==> config.mk <==
export PLATFORM = sky130hd
export DESIGN_NAME = rr_encoder_8to3
export DESIGN_NICKNAME = d
export VERILOG_FILES = /design/src/rtl/rr_enc_pkg.sv /design/src/rtl/rr_pick.sv /design/src/rtl/rr_encoder_8to3.sv
export SDC_FILE = /design/constraint.sdc
export NUM_CORES = 1
export LEC_CHECK = 0
export BUFFER_PORTS_ARGS = -buffer_cell sky130_fd_sc_hd__buf_4
export CORE_UTILIZATION = 40
export CTS_CLUSTER_DIAMETER = 50
export DETAILED_ROUTE_END_ITERATION = 8
export SLEW_MARGIN = 20
export SYNTH_ARGS = -nofsm -noshare
export SYNTH_HDL_FRONTEND = slang
export SYNTH_SLANG_ARGS = --single-unit
==> constraint.sdc <==
create_clock -name clk -period 3.4 [get_ports clk]
set_input_delay 0.85 -clock clk [delete_from_list [all_inputs] [get_ports clk]]
set_output_delay 0.85 -clock clk [all_outputs]
set_load 0.02 [all_outputs]
==> src/rtl/rr_enc_pkg.sv <==
// Shared defaults, FSM state encoding and helpers for the round-robin 8-to-3 encoder.
package rr_enc_pkg;

  localparam int N_DEF = 8;
  localparam int W_DEF = 3;

  typedef enum logic {
    IDLE = 1'b0,
    HOLD = 1'b1
  } state_t;

  function automatic logic [N_DEF-1:0] onehot(input logic [W_DEF-1:0] idx);
    logic [N_DEF-1:0] vec;
    vec = {N_DEF{1'b0}};
    vec[idx] = 1'b1;
    return vec;
  endfunction

endpackage

==> src/rtl/rr_pick.sv <==
// Combinational request picker: rotating scan from ptr (rr=1) or highest set index (rr=0).
module rr_pick #(
  parameter int N = 8,
  parameter int W = 3
) (
  input  logic [N-1:0] cand,
  input  logic [W-1:0] ptr,
  input  logic         rr,
  output logic [W-1:0] idx,
  output logic         hit
);

  // Scan the candidate vector; N is a power of two so the W-bit sum wraps modulo N
  always_comb begin
    logic [W-1:0] j_s;
    idx = {W{1'b0}};
    hit = 1'b0;
    j_s = {W{1'b0}};
    if (rr) begin
      for (int i = 0; i < N; i++) begin
        j_s = ptr + W'(i);
        if (!hit && cand[j_s]) begin
          hit = 1'b1;
          idx = j_s;
        end else begin
          hit = hit;
        end
      end
    end else begin
      for (int i = 0; i < N; i++) begin
        if (cand[i]) begin
          hit = 1'b1;
          idx = W'(i);
        end else begin
          hit = hit;
        end
      end
    end
  end

endmodule

==> src/rtl/rr_encoder_8to3.sv <==
// Registered 8-to-3 encoder with sticky request capture and a valid/ready output handshake.
module rr_encoder_8to3
  import rr_enc_pkg::*;
#(
  parameter int N  = N_DEF,
  parameter int W  = W_DEF,
  parameter int RR = 1
) (
  input  logic         clk,
  input  logic         reset,
  input  logic         en,
  input  logic [N-1:0] req,
  input  logic         ready,
  output logic [W-1:0] code,
  output logic         valid,
  output logic [N-1:0] pend,
  output logic         any
);

  localparam logic RR_EN = (RR != 0);

  state_t         state_r;
  logic [N-1:0]   pend_r;
  logic [W-1:0]   ptr_r;
  logic [W-1:0]   code_r;
  logic           valid_r;

  logic [N-1:0]   cand_s;
  logic [N-1:0]   clr_mask_s;
  logic [N-1:0]   pend_nxt_s;
  logic [W-1:0]   pick_idx_s;
  logic           pick_hit_s;

  assign cand_s = pend_r | req;
  assign any    = |cand_s;
  assign code   = code_r;
  assign valid  = valid_r;
  assign pend   = pend_r;

  rr_pick #(.N(N), .W(W)) u_pick (
    .cand (cand_s),
    .ptr  (ptr_r),
    .rr   (RR_EN),
    .idx  (pick_idx_s),
    .hit  (pick_hit_s)
  );

  // Clear the granted bit on handshake; a simultaneous request on that bit keeps it pending
  always_comb begin
    clr_mask_s = {N{1'b0}};
    if (valid_r && ready) begin
      clr_mask_s = onehot(code_r);
    end else begin
      clr_mask_s = {N{1'b0}};
    end
    pend_nxt_s = (pend_r & ~clr_mask_s) | req;
  end

  // Grant FSM with pending, pointer and output registers
  always_ff @(posedge clk or posedge reset) begin
    if (reset) begin
      state_r <= IDLE;
      pend_r  <= {N{1'b0}};
      ptr_r   <= {W{1'b0}};
      code_r  <= {W{1'b0}};
      valid_r <= 1'b0;
    end else begin
      pend_r <= pend_nxt_s;
      case (state_r)
        IDLE: begin
          if (en && pick_hit_s) begin
            code_r  <= pick_idx_s;
            valid_r <= 1'b1;
            state_r <= HOLD;
          end else begin
            valid_r <= 1'b0;
          end
        end
        HOLD: begin
          if (ready) begin
            valid_r <= 1'b0;
            state_r <= IDLE;
            if (RR_EN) begin
              ptr_r <= code_r + W'(1);
            end else begin
              ptr_r <= ptr_r;
            end
          end else begin
            valid_r <= 1'b1;
          end
        end
        default: begin
          valid_r <= 1'b0;
          state_r <= IDLE;
        end
      endcase
    end
  end

endmodule
======== Word level (Yosys, flattened, before mapping) ========
Index checks and enable logic that the tools add are counted.
word-level totals
  bits in registers ....................... 15
  input bits .............................. 12
  logic and storage cells ................. 85
cells by class
  add/sub/neg operators ................... 8
  reduce and logical (&&, ||, !) cells .... 20
  mux-type cells .......................... 38
  magnitude comparators ................... 10
  bitwise logic cells ..................... 5
operators with widths
  operator                                                                              count
  3-bit by 4-bit less-than comparator with 1-bit output (second input constant)         9
  1-bit binary-select mux with 3-bit select                                             8
  3-bit 2-to-1 mux                                                                      8
  1-bit 2-to-1 mux                                                                      19
  8-bit bitwise OR                                                                      2
  3-bit adder (second input constant)                                                   4
  1-bit logical AND                                                                     10
  8-bit bitwise AND                                                                     1
  8-bit 2-to-1 mux                                                                      1
  8-bit NOT                                                                             1
  8-bit OR reduction                                                                    1
  1-bit zero test                                                                       7
  3-bit by 1-bit adder with 3-bit output (second input constant)                        2
  3-bit by 2-bit adder with 3-bit output (second input constant)                        2
  2-bit AND reduction                                                                   2
  1-bit demux with 3-bit select                                                         1
  3-bit by 1-bit greater-or-equal comparator with 1-bit output (second input constant)  1
  1-bit one-hot mux with 2 select lines                                                 1
  1-bit NOT                                                                             1

======== Depth between registers and ports, before layout ========
Gate-level depths: netlist of run 1.
  depth in word-level cells ............... 28
  depth in mapped cells ................... 11
  mapped depth without buffers ............ 9

======== By module ========
A second synthesis of run 1 with hierarchy kept.
unflattened totals
  cells, all modules ...................... 175
  area total of the unflattened synthesis .. 1716.6 um^2
modules (own cells, without submodules)
  module           times used  sequential area each (um^2)  cells an instance  area each (um^2)
  rr_pick          1           0.0                          116                1048.5
  rr_encoder_8to3  1           375.4                        59                 668.1

======== Worst setup path after synthesis of run 1 ========
No wires, ideal clock.
  path kind ............................... in2out
  start point ............................. input port req[2]
  end point ............................... output port any
  path slack .............................. -0.296 ns
  arrival ................................. 2.846 ns
  buffers on the path ..................... 1
  cell stages on the path ................. 6
  data required time ...................... 2.550 ns
  cells stage by stage .................... or2_1 -> mux2_4 -> mux4_2 -> nand4bb_1 -> buf_2 -> or4_1
between the ends
  cells in the longest elaborated chain, start to end .. 2
RTL lines
  item                RTL line               text
  from (decl)         rr_encoder_8to3.sv:12  input logic [N-1:0] req,
  8-bit bitwise OR    rr_encoder_8to3.sv:34  assign cand_s = pend_r | req;
  8-bit OR reduction  rr_encoder_8to3.sv:35  assign any = |cand_s;
  to (decl)           rr_encoder_8to3.sv:17  output logic any
No other way between the ends.

======== Final worst setup path of run 1 ========
Ends and elaborated chain as after synthesis.

==> metrics.txt, run 1 <==
run status=complete, but fails checks; violations in the final reports=negative setup slack; chip width=approximately 63 um; FF-to-FF Start=ptr_r[0]; highest clock rate=0.272 GHz; time the final worst path needs with I/O delays and setup=3680 ps; clock share of power=0.106; CP endpoint=any; Cell Area, Synth=about 1500 um2; P&R area growth vs syn=42.4%; endpoint kind of the worst setup timing path=output pin; final sum of negative setup slack=-280 ps; normalized max-slew margin=0.301; number of flops mapped to enable cells by yosys=0; top-area cell type share of the netlist area=0.250; Worst Path Class, Setup=in2out; proportion of power drawn by flip-flops and latches=0.209; Reg2Reg Setup Slack=between 300 and 400 ps; slowest cell on the critical path=sky130_fd_sc_hd__or4_4; CP arrival=2830 ps; maximum single-stage delay on the critical path=a little over 500 ps; buffer cell driving the clock tree root=sky130_fd_sc_hd__clkbuf_8; IO buf count=24; total global routing track utilization=0.266; # DRC=0; commonest cells in the synthesized netlist=sky130_fd_sc_hd__dfrtp_1 (15), sky130_fd_sc_hd__nor2_1 (15), sky130_fd_sc_hd__a21oi_1 (11); critical path startpoint=req[2]; vias after detailed routing=1704; count of antenna diodes in the layout=0; GRT Residual Overflow=0; Register Area=~380 um2; Final nets=between 200 and 300; critical-path cell list=buf_6 > or2_4 > mux2_4 > mux4_2 > nand4bb_4 > or4_4 > buf_6; sequential area share after synthesis=0.250; skew final=7.23 ps; number of antenna violations at the first check in global routing=0; number of pins with negative max-slew slack in the final report=0; NetSw=0.000659 W; stages on the worst setup path=7; number of failing hold endpoints at the final stage=0; Cell Int Power=0.000772 W; distinct cell type count after synthesis=57; measured slew at the worst slew-check pin=between 1000 and 1500 ps; count of warnings emitted by yosys=0; Antenna Violating Nets Remaining=0; share of post-route cells with drive strength above 1=0.392; async set-reset flop share out of synthesis=1.00; hold buffers post-CTS=0; delay-heaviest family, CP=simple AND/OR/NAND/NOR gates; number of global-route vias before repair=roughly 1700; Vert. Die Dim=63.3 um; Placer Congestion=1.10; worst reg2reg endpoint=code[1]; hold_ws=around 540 ps; Switching Share=0.460; area taken by multi-input logic gates=approximately 1100 um2; number of setup violations in the final report=1; Register-to-Register Path Depth=11; startpoint types=input port; min setup slack post-route=-280 ps; CTS tree=built; detailed-route wire length per cell=around 17 um; Util after Layout=0.617; TritonCTS Buffers=3; Seq cells post-synth=15; critical-path maximum fanout=3; clock latency on the worst-skew pair=250 ps; Power Dens Cells=between 600 and 700 nW/um2; cells taking the most area after synthesis=sky130_fd_sc_hd__dfrtp_1 (25%), sky130_fd_sc_hd__mux4_2 (7.5%), sky130_fd_sc_hd__nor2_1 (3.8%); total clock sinks=15; Total Die Area=4000 um2; number of H-tree levels=1; wire length of the first global-routing pass=8290 um; synthesized netlist net count=about 190; maximum count of clock buffers along a single path=2; top cell type by total area after synthesis=sky130_fd_sc_hd__dfrtp_1; DRT Pass-1 Iters=4; Avg Synthesized Cell Area=about 8.6 um2; flip-flop cell with the highest count after synthesis=sky130_fd_sc_hd__dfrtp_1; area of the core=~3500 um2; HPWL after detailed placement=3780 um; Hold Crit Class=reg2reg; share of total power in combinational logic=0.685; initial standard-cell utilization of the core=0.433; most frequent CP cell=sky130_fd_sc_hd__buf_6; Via-to-Cell Ratio=between 6 and 7; Bufs and invs on worst path=2; highest ir drop seen on vdd=0.479 mV; RSZ-0062 raised after global routing=yes; max_cap viols=0; Worst EP required=between 2000 and 3000 ps; clock-pin transition on the worst setup and hold timing paths=around 60 ps; leakage component of the power=0.872 nW; synthesized netlist cell count=174; post-route clock period utilization=1.08; Post-Route WL=between 4000 and 5000 um; largest net degree at the start of global routing=23; num ports=25; Detailed Route Iter0 Violations=96; fill cell count=roughly 310; cell row count=21
worst min path at each step:
stage                        from      end  slack, ps  depth (start not counted)
after detailed placement  pend[2]  pend[2]        520                          1
after global routing      pend[6]  pend[6]        590                          1
after global placement    pend[2]  pend[2]        510                          1
after CTS                 pend[2]  pend[2]        540                          1
after floorplan           pend[3]  pend[3]        630                          1
final                     pend[2]  pend[2]        540                          1
layout by cell type (no fill, tap or decap), types with 3 or more instances in the layout:
master                      n
sky130_fd_sc_hd__buf_4     64
sky130_fd_sc_hd__nor2_1    15
sky130_fd_sc_hd__dfrtp_1   15
sky130_fd_sc_hd__a21oi_1   11
sky130_fd_sc_hd__nand2_1    9
sky130_fd_sc_hd__inv_1      8
sky130_fd_sc_hd__o21ai_0    8
sky130_fd_sc_hd__nor3_1     7
sky130_fd_sc_hd__a21o_1     6
sky130_fd_sc_hd__mux4_2     5
sky130_fd_sc_hd__mux2i_1    4
sky130_fd_sc_hd__mux2_2     4
sky130_fd_sc_hd__o211ai_1   3
sky130_fd_sc_hd__nor4b_1    3
sky130_fd_sc_hd__or3_1      3
sky130_fd_sc_hd__o311ai_0   3
sky130_fd_sc_hd__a31oi_1    3
sky130_fd_sc_hd__o31ai_1    3
sky130_fd_sc_hd__nand2b_1   3
sky130_fd_sc_hd__ha_1       3
sky130_fd_sc_hd__clkbuf_8   3
sky130_fd_sc_hd__buf_6      3
routing by layer:
metal,up-vias,GRT usage,part of all wire,routed length (um)
met5,-,0,0,0
li1,801,-,-,-
met1,816,0.366,0.44,2130
met4,0,0.116,0.030,142
met3,17,0.0435,0.065,312
met2,70,0.409,0.46,2210
flip-flops by register name (all words and copies together), names as in the netlist:
signal,count
pend,8
code,3
ptr_r,3
valid,1
area by class of cell:
cell class	count	area share
well taps	46	0.0269
multi-input cells	141	0.511
repair buffers	68	0.250
clock buffers	4	0.0211
flip-flops and latches	15	0.176
inverters	9	0.0158
metrics by stage:
step / setup WS (ps) / instance area, um2 / cells / power (W)
after floorplan: -174 / 1510 / 174 / 0.000830
after global placement: -278 / 2040 / 278 / 0.00121
after detailed placement: -323 / 2040 / 278 / 0.00123
after CTS: -292 / 2120 / 282 / 0.00141
after global routing: -333 / 2140 / 283 / 0.00154
final: -280 / 2140 / 283 / 0.00143
power groups by stage:
| stage | sequential [W] | combinational (W) | clock [W] |
|---|---|---|---|
| 6_report | 0.000299 | 0.000980 | 0.000152 |
| 5_1_grt | 0.000307 | 0.00107 | 0.000164 |
| 4_1_cts | 0.000298 | 0.000962 | 0.000154 |
| 3_5_place_dp | 0.000300 | 0.000926 | 0 |
| 3_3_place_gp | 0.000299 | 0.000910 | 0 |
| 2_1_floorplan | 0.000290 | 0.000540 | 0 |
what timing repair did:
action	4_1_cts	5_1_grt
pin swaps	0	1
setup buffers	0	1
gates resized for setup	6	2
setup endpoints to repair	1	1
kinds of logic (layout without fill, tap and decap cells):
| group | Yosys count | count (layout) | synth area share |
|---|---|---|---|
| buffers and inverters | 18 | 81 | 0.0475 |
| flip-flops | 15 | 15 | 0.250 |
| AND/OR/NAND/NOR | 64 | 64 | 0.248 |
| AO/OA/AOI/OAI | 57 | 57 | 0.271 |
| multiplexers | 14 | 14 | 0.142 |
| adder cells (fa/ha/maj) | 3 | 3 | 0.0250 |
| XOR/XNOR | 3 | 3 | 0.0175 |
No activity file was read; power rests on OpenSTA's default activity.
==> run 2, diff against run 1 <==
REMOVE_ABC_BUFFERS = 1   (was default)
SLEW_MARGIN = default   (was 20)
==> run 2 against run 1 <==
The run still ends with negative setup slack left. Sequential cell count unchanged. Final area down 0.99%. Core utilization down 0.61 points. Cell count down 0.71%. Die area unchanged. Critical endpoint unchanged. Largest power group unchanged.
==> metrics.txt, run 2 (synthesized netlist as in run 1, its figures left out) <==
normalized max-slew margin=0.464; clock latency on the worst-skew pair=260 ps; Antenna Violating Nets Remaining=0; GR met2 Demand/Resource=0.437; measured slew at the worst slew-check pin=just under 800 ps; max_cap viols=0; critical-path maximum fanout=3; HPWL after detailed placement=between 3000 and 4000 um; initial standard-cell utilization of the core=0.433; number of failing hold endpoints at the final stage=0; Worst Path Class, Setup=in2out; violations in the final reports=negative setup slack; startpoint types=input port; GRT busiest layer=met2; most frequent CP cell=sky130_fd_sc_hd__buf_6; highest ir drop seen on vdd=around 0.42 mV; most frequent cells in the layout=sky130_fd_sc_hd__buf_4 (63), sky130_fd_sc_hd__nor2_1 (15), sky130_fd_sc_hd__dfrtp_1 (14); post-route clock period utilization=1.10; Post-Route WL=roughly 4800 um; IO buf count=24; # placed instances=around 270; run status=complete, but fails checks; number of setup violations in the final report=1; most common cell after layout, fill and taps aside=sky130_fd_sc_hd__buf_4; buffer cell driving the clock tree root=sky130_fd_sc_hd__clkbuf_8; Power Dens Cells=a little under 700 nW/um2; # DRC=0; highest clock rate=around 0.27 GHz; leakage component of the power=0.851 nW; wire length of the first global-routing pass=approximately 8000 um; TritonCTS Buffers=3; endpoint kind of the worst setup timing path=output pin; area of the core=between 3000 and 4000 um2; GRT Residual Overflow=0; fill cell count=319; time the final worst path needs with I/O delays and setup=approximately 3700 ps; chip width=63.3 um; Worst EP required=between 2000 and 3000 ps; number of flip-flops in the largest register=8; Final nets=roughly 250; detailed-route wire length per cell=between 15 and 20 um; Detailed Route Iter0 Violations=between 100 and 150; DRT Pass-1 Iters=4; Via-to-Cell Ratio=roughly 6.0; clock-pin transition on the worst setup and hold timing paths=80 ps; largest net degree at the start of global routing=16; total global routing track utilization=0.253; min setup slack post-route=-331 ps; number of global-route vias before repair=1681; slowest cell on the critical path=sky130_fd_sc_hd__or4_4; CTS tree=built; number of pins with negative max-slew slack in the final report=0; hold_ws=between 500 and 600 ps; met3 usage in global routing=0.0344; Total Die Area=4000 um2; maximum single-stage delay on the critical path=560 ps; num ports=25; cell row count=21; Hold Crit Class=reg2reg; GR met1 Demand/Resource=0.326; Finished Layout Cells=around 280; delay-heaviest family, CP=simple AND/OR/NAND/NOR gates; Vert. Die Dim=between 60 and 70 um; skew final=around 12 ps; count of antenna diodes in the layout=0; number of H-tree levels=1; total clock sinks=15; share of post-route cells with drive strength above 1=0.396; RSZ-0062 raised after global routing=yes; Placer Congestion=between 1 and 1.5; vias after detailed routing=~1700; maximum count of clock buffers along a single path=2; CP arrival=around 2900 ps; Bufs and invs on worst path=2; P&R area growth vs syn=41.0%; overall power consumption=0.00143 W; number of antenna violations at the first check in global routing=0; critical-path cell list=buf_6 > or2_4 > mux2_4 > mux4_2 > nand4bb_4 > or4_4 > buf_6; Util after Layout=0.610
## run 2: timing repair
action / CTS / global route
setup buffers: 2 / 1
pin swaps: 3 / 5
endpoints found under the setup margin: 1 / 1
hold buffers: 0 / 0
resized for setup: 3 / 8
endpoints found under the hold margin: 0 / 0
## run 2: area by class of cell
| type | count | area [um2] | area share |
|---|---|---|---|
| inverters | 9 | 33.8 | 0.0160 |
| repair buffers | 66 | 507 | 0.239 |
| multi-input cells | 141 | 1090 | 0.517 |
| well taps | 46 | 57.6 | 0.0272 |
| clock buffers | 3 | 41.3 | 0.0195 |
| flip-flops and latches | 15 | 377 | 0.178 |
| clock inverters | 1 | 7.51 | 0.00355 |
## run 2: worst register-to-register path, stage by stage (launching register included)
cell,delay [ps]
sky130_fd_sc_hd__dfrtp_1,400
sky130_fd_sc_hd__buf_4,170
sky130_fd_sc_hd__or4b_1,540
sky130_fd_sc_hd__o311a_1,160
sky130_fd_sc_hd__a32o_1,250
sky130_fd_sc_hd__nand4bb_4,230
sky130_fd_sc_hd__buf_4,150
sky130_fd_sc_hd__buf_4,120
sky130_fd_sc_hd__buf_4,150
sky130_fd_sc_hd__or4b_4,540
sky130_fd_sc_hd__nor4b_1,160
sky130_fd_sc_hd__o31ai_1,260
## run 2: worst paths after layout
path | start | endpoint | slack, ps | cells past startpoint
max in group asynchronous | reset | ptr_r[1] | 2320 | 2
max | req[3] | any | -330 | 7
min reg2reg | pend[3] | pend[3] | 540 | 1
max reg2reg | ptr_r[0] | code[1] | 160 | 11
min in group asynchronous | reset | ptr_r[0] | 660 | 2
min | pend[3] | pend[3] | 540 | 1
## run 2: per-stage QoR
stage	setup slack (ps)	instance area, um2	setup TNS, ps
5_1_grt	-361	2120	-400
3_5_place_dp	-400	1990	-407
2_1_floorplan	-345	1460	-345
4_1_cts	-320	2070	-320
3_3_place_gp	-360	1990	-360
6_report	-331	2120	-331
## run 2: layer usage
metal | vias to the layer above | part of all wire
met2 | 67 | 0.48
met3 | 13 | 0.053
met1 | 804 | 0.44
met4 | 0 | 0.023
met5 | - | 0
li1 | 790 | -
## run 2: where the power goes
part           internal [W]  switching, W  total, W  leakage (nW)
logic              0.000464      0.000508  0.000971         0.681
registers          0.000218     0.0000820  0.000300         0.148
clock network     0.0000825     0.0000730  0.000156        0.0217
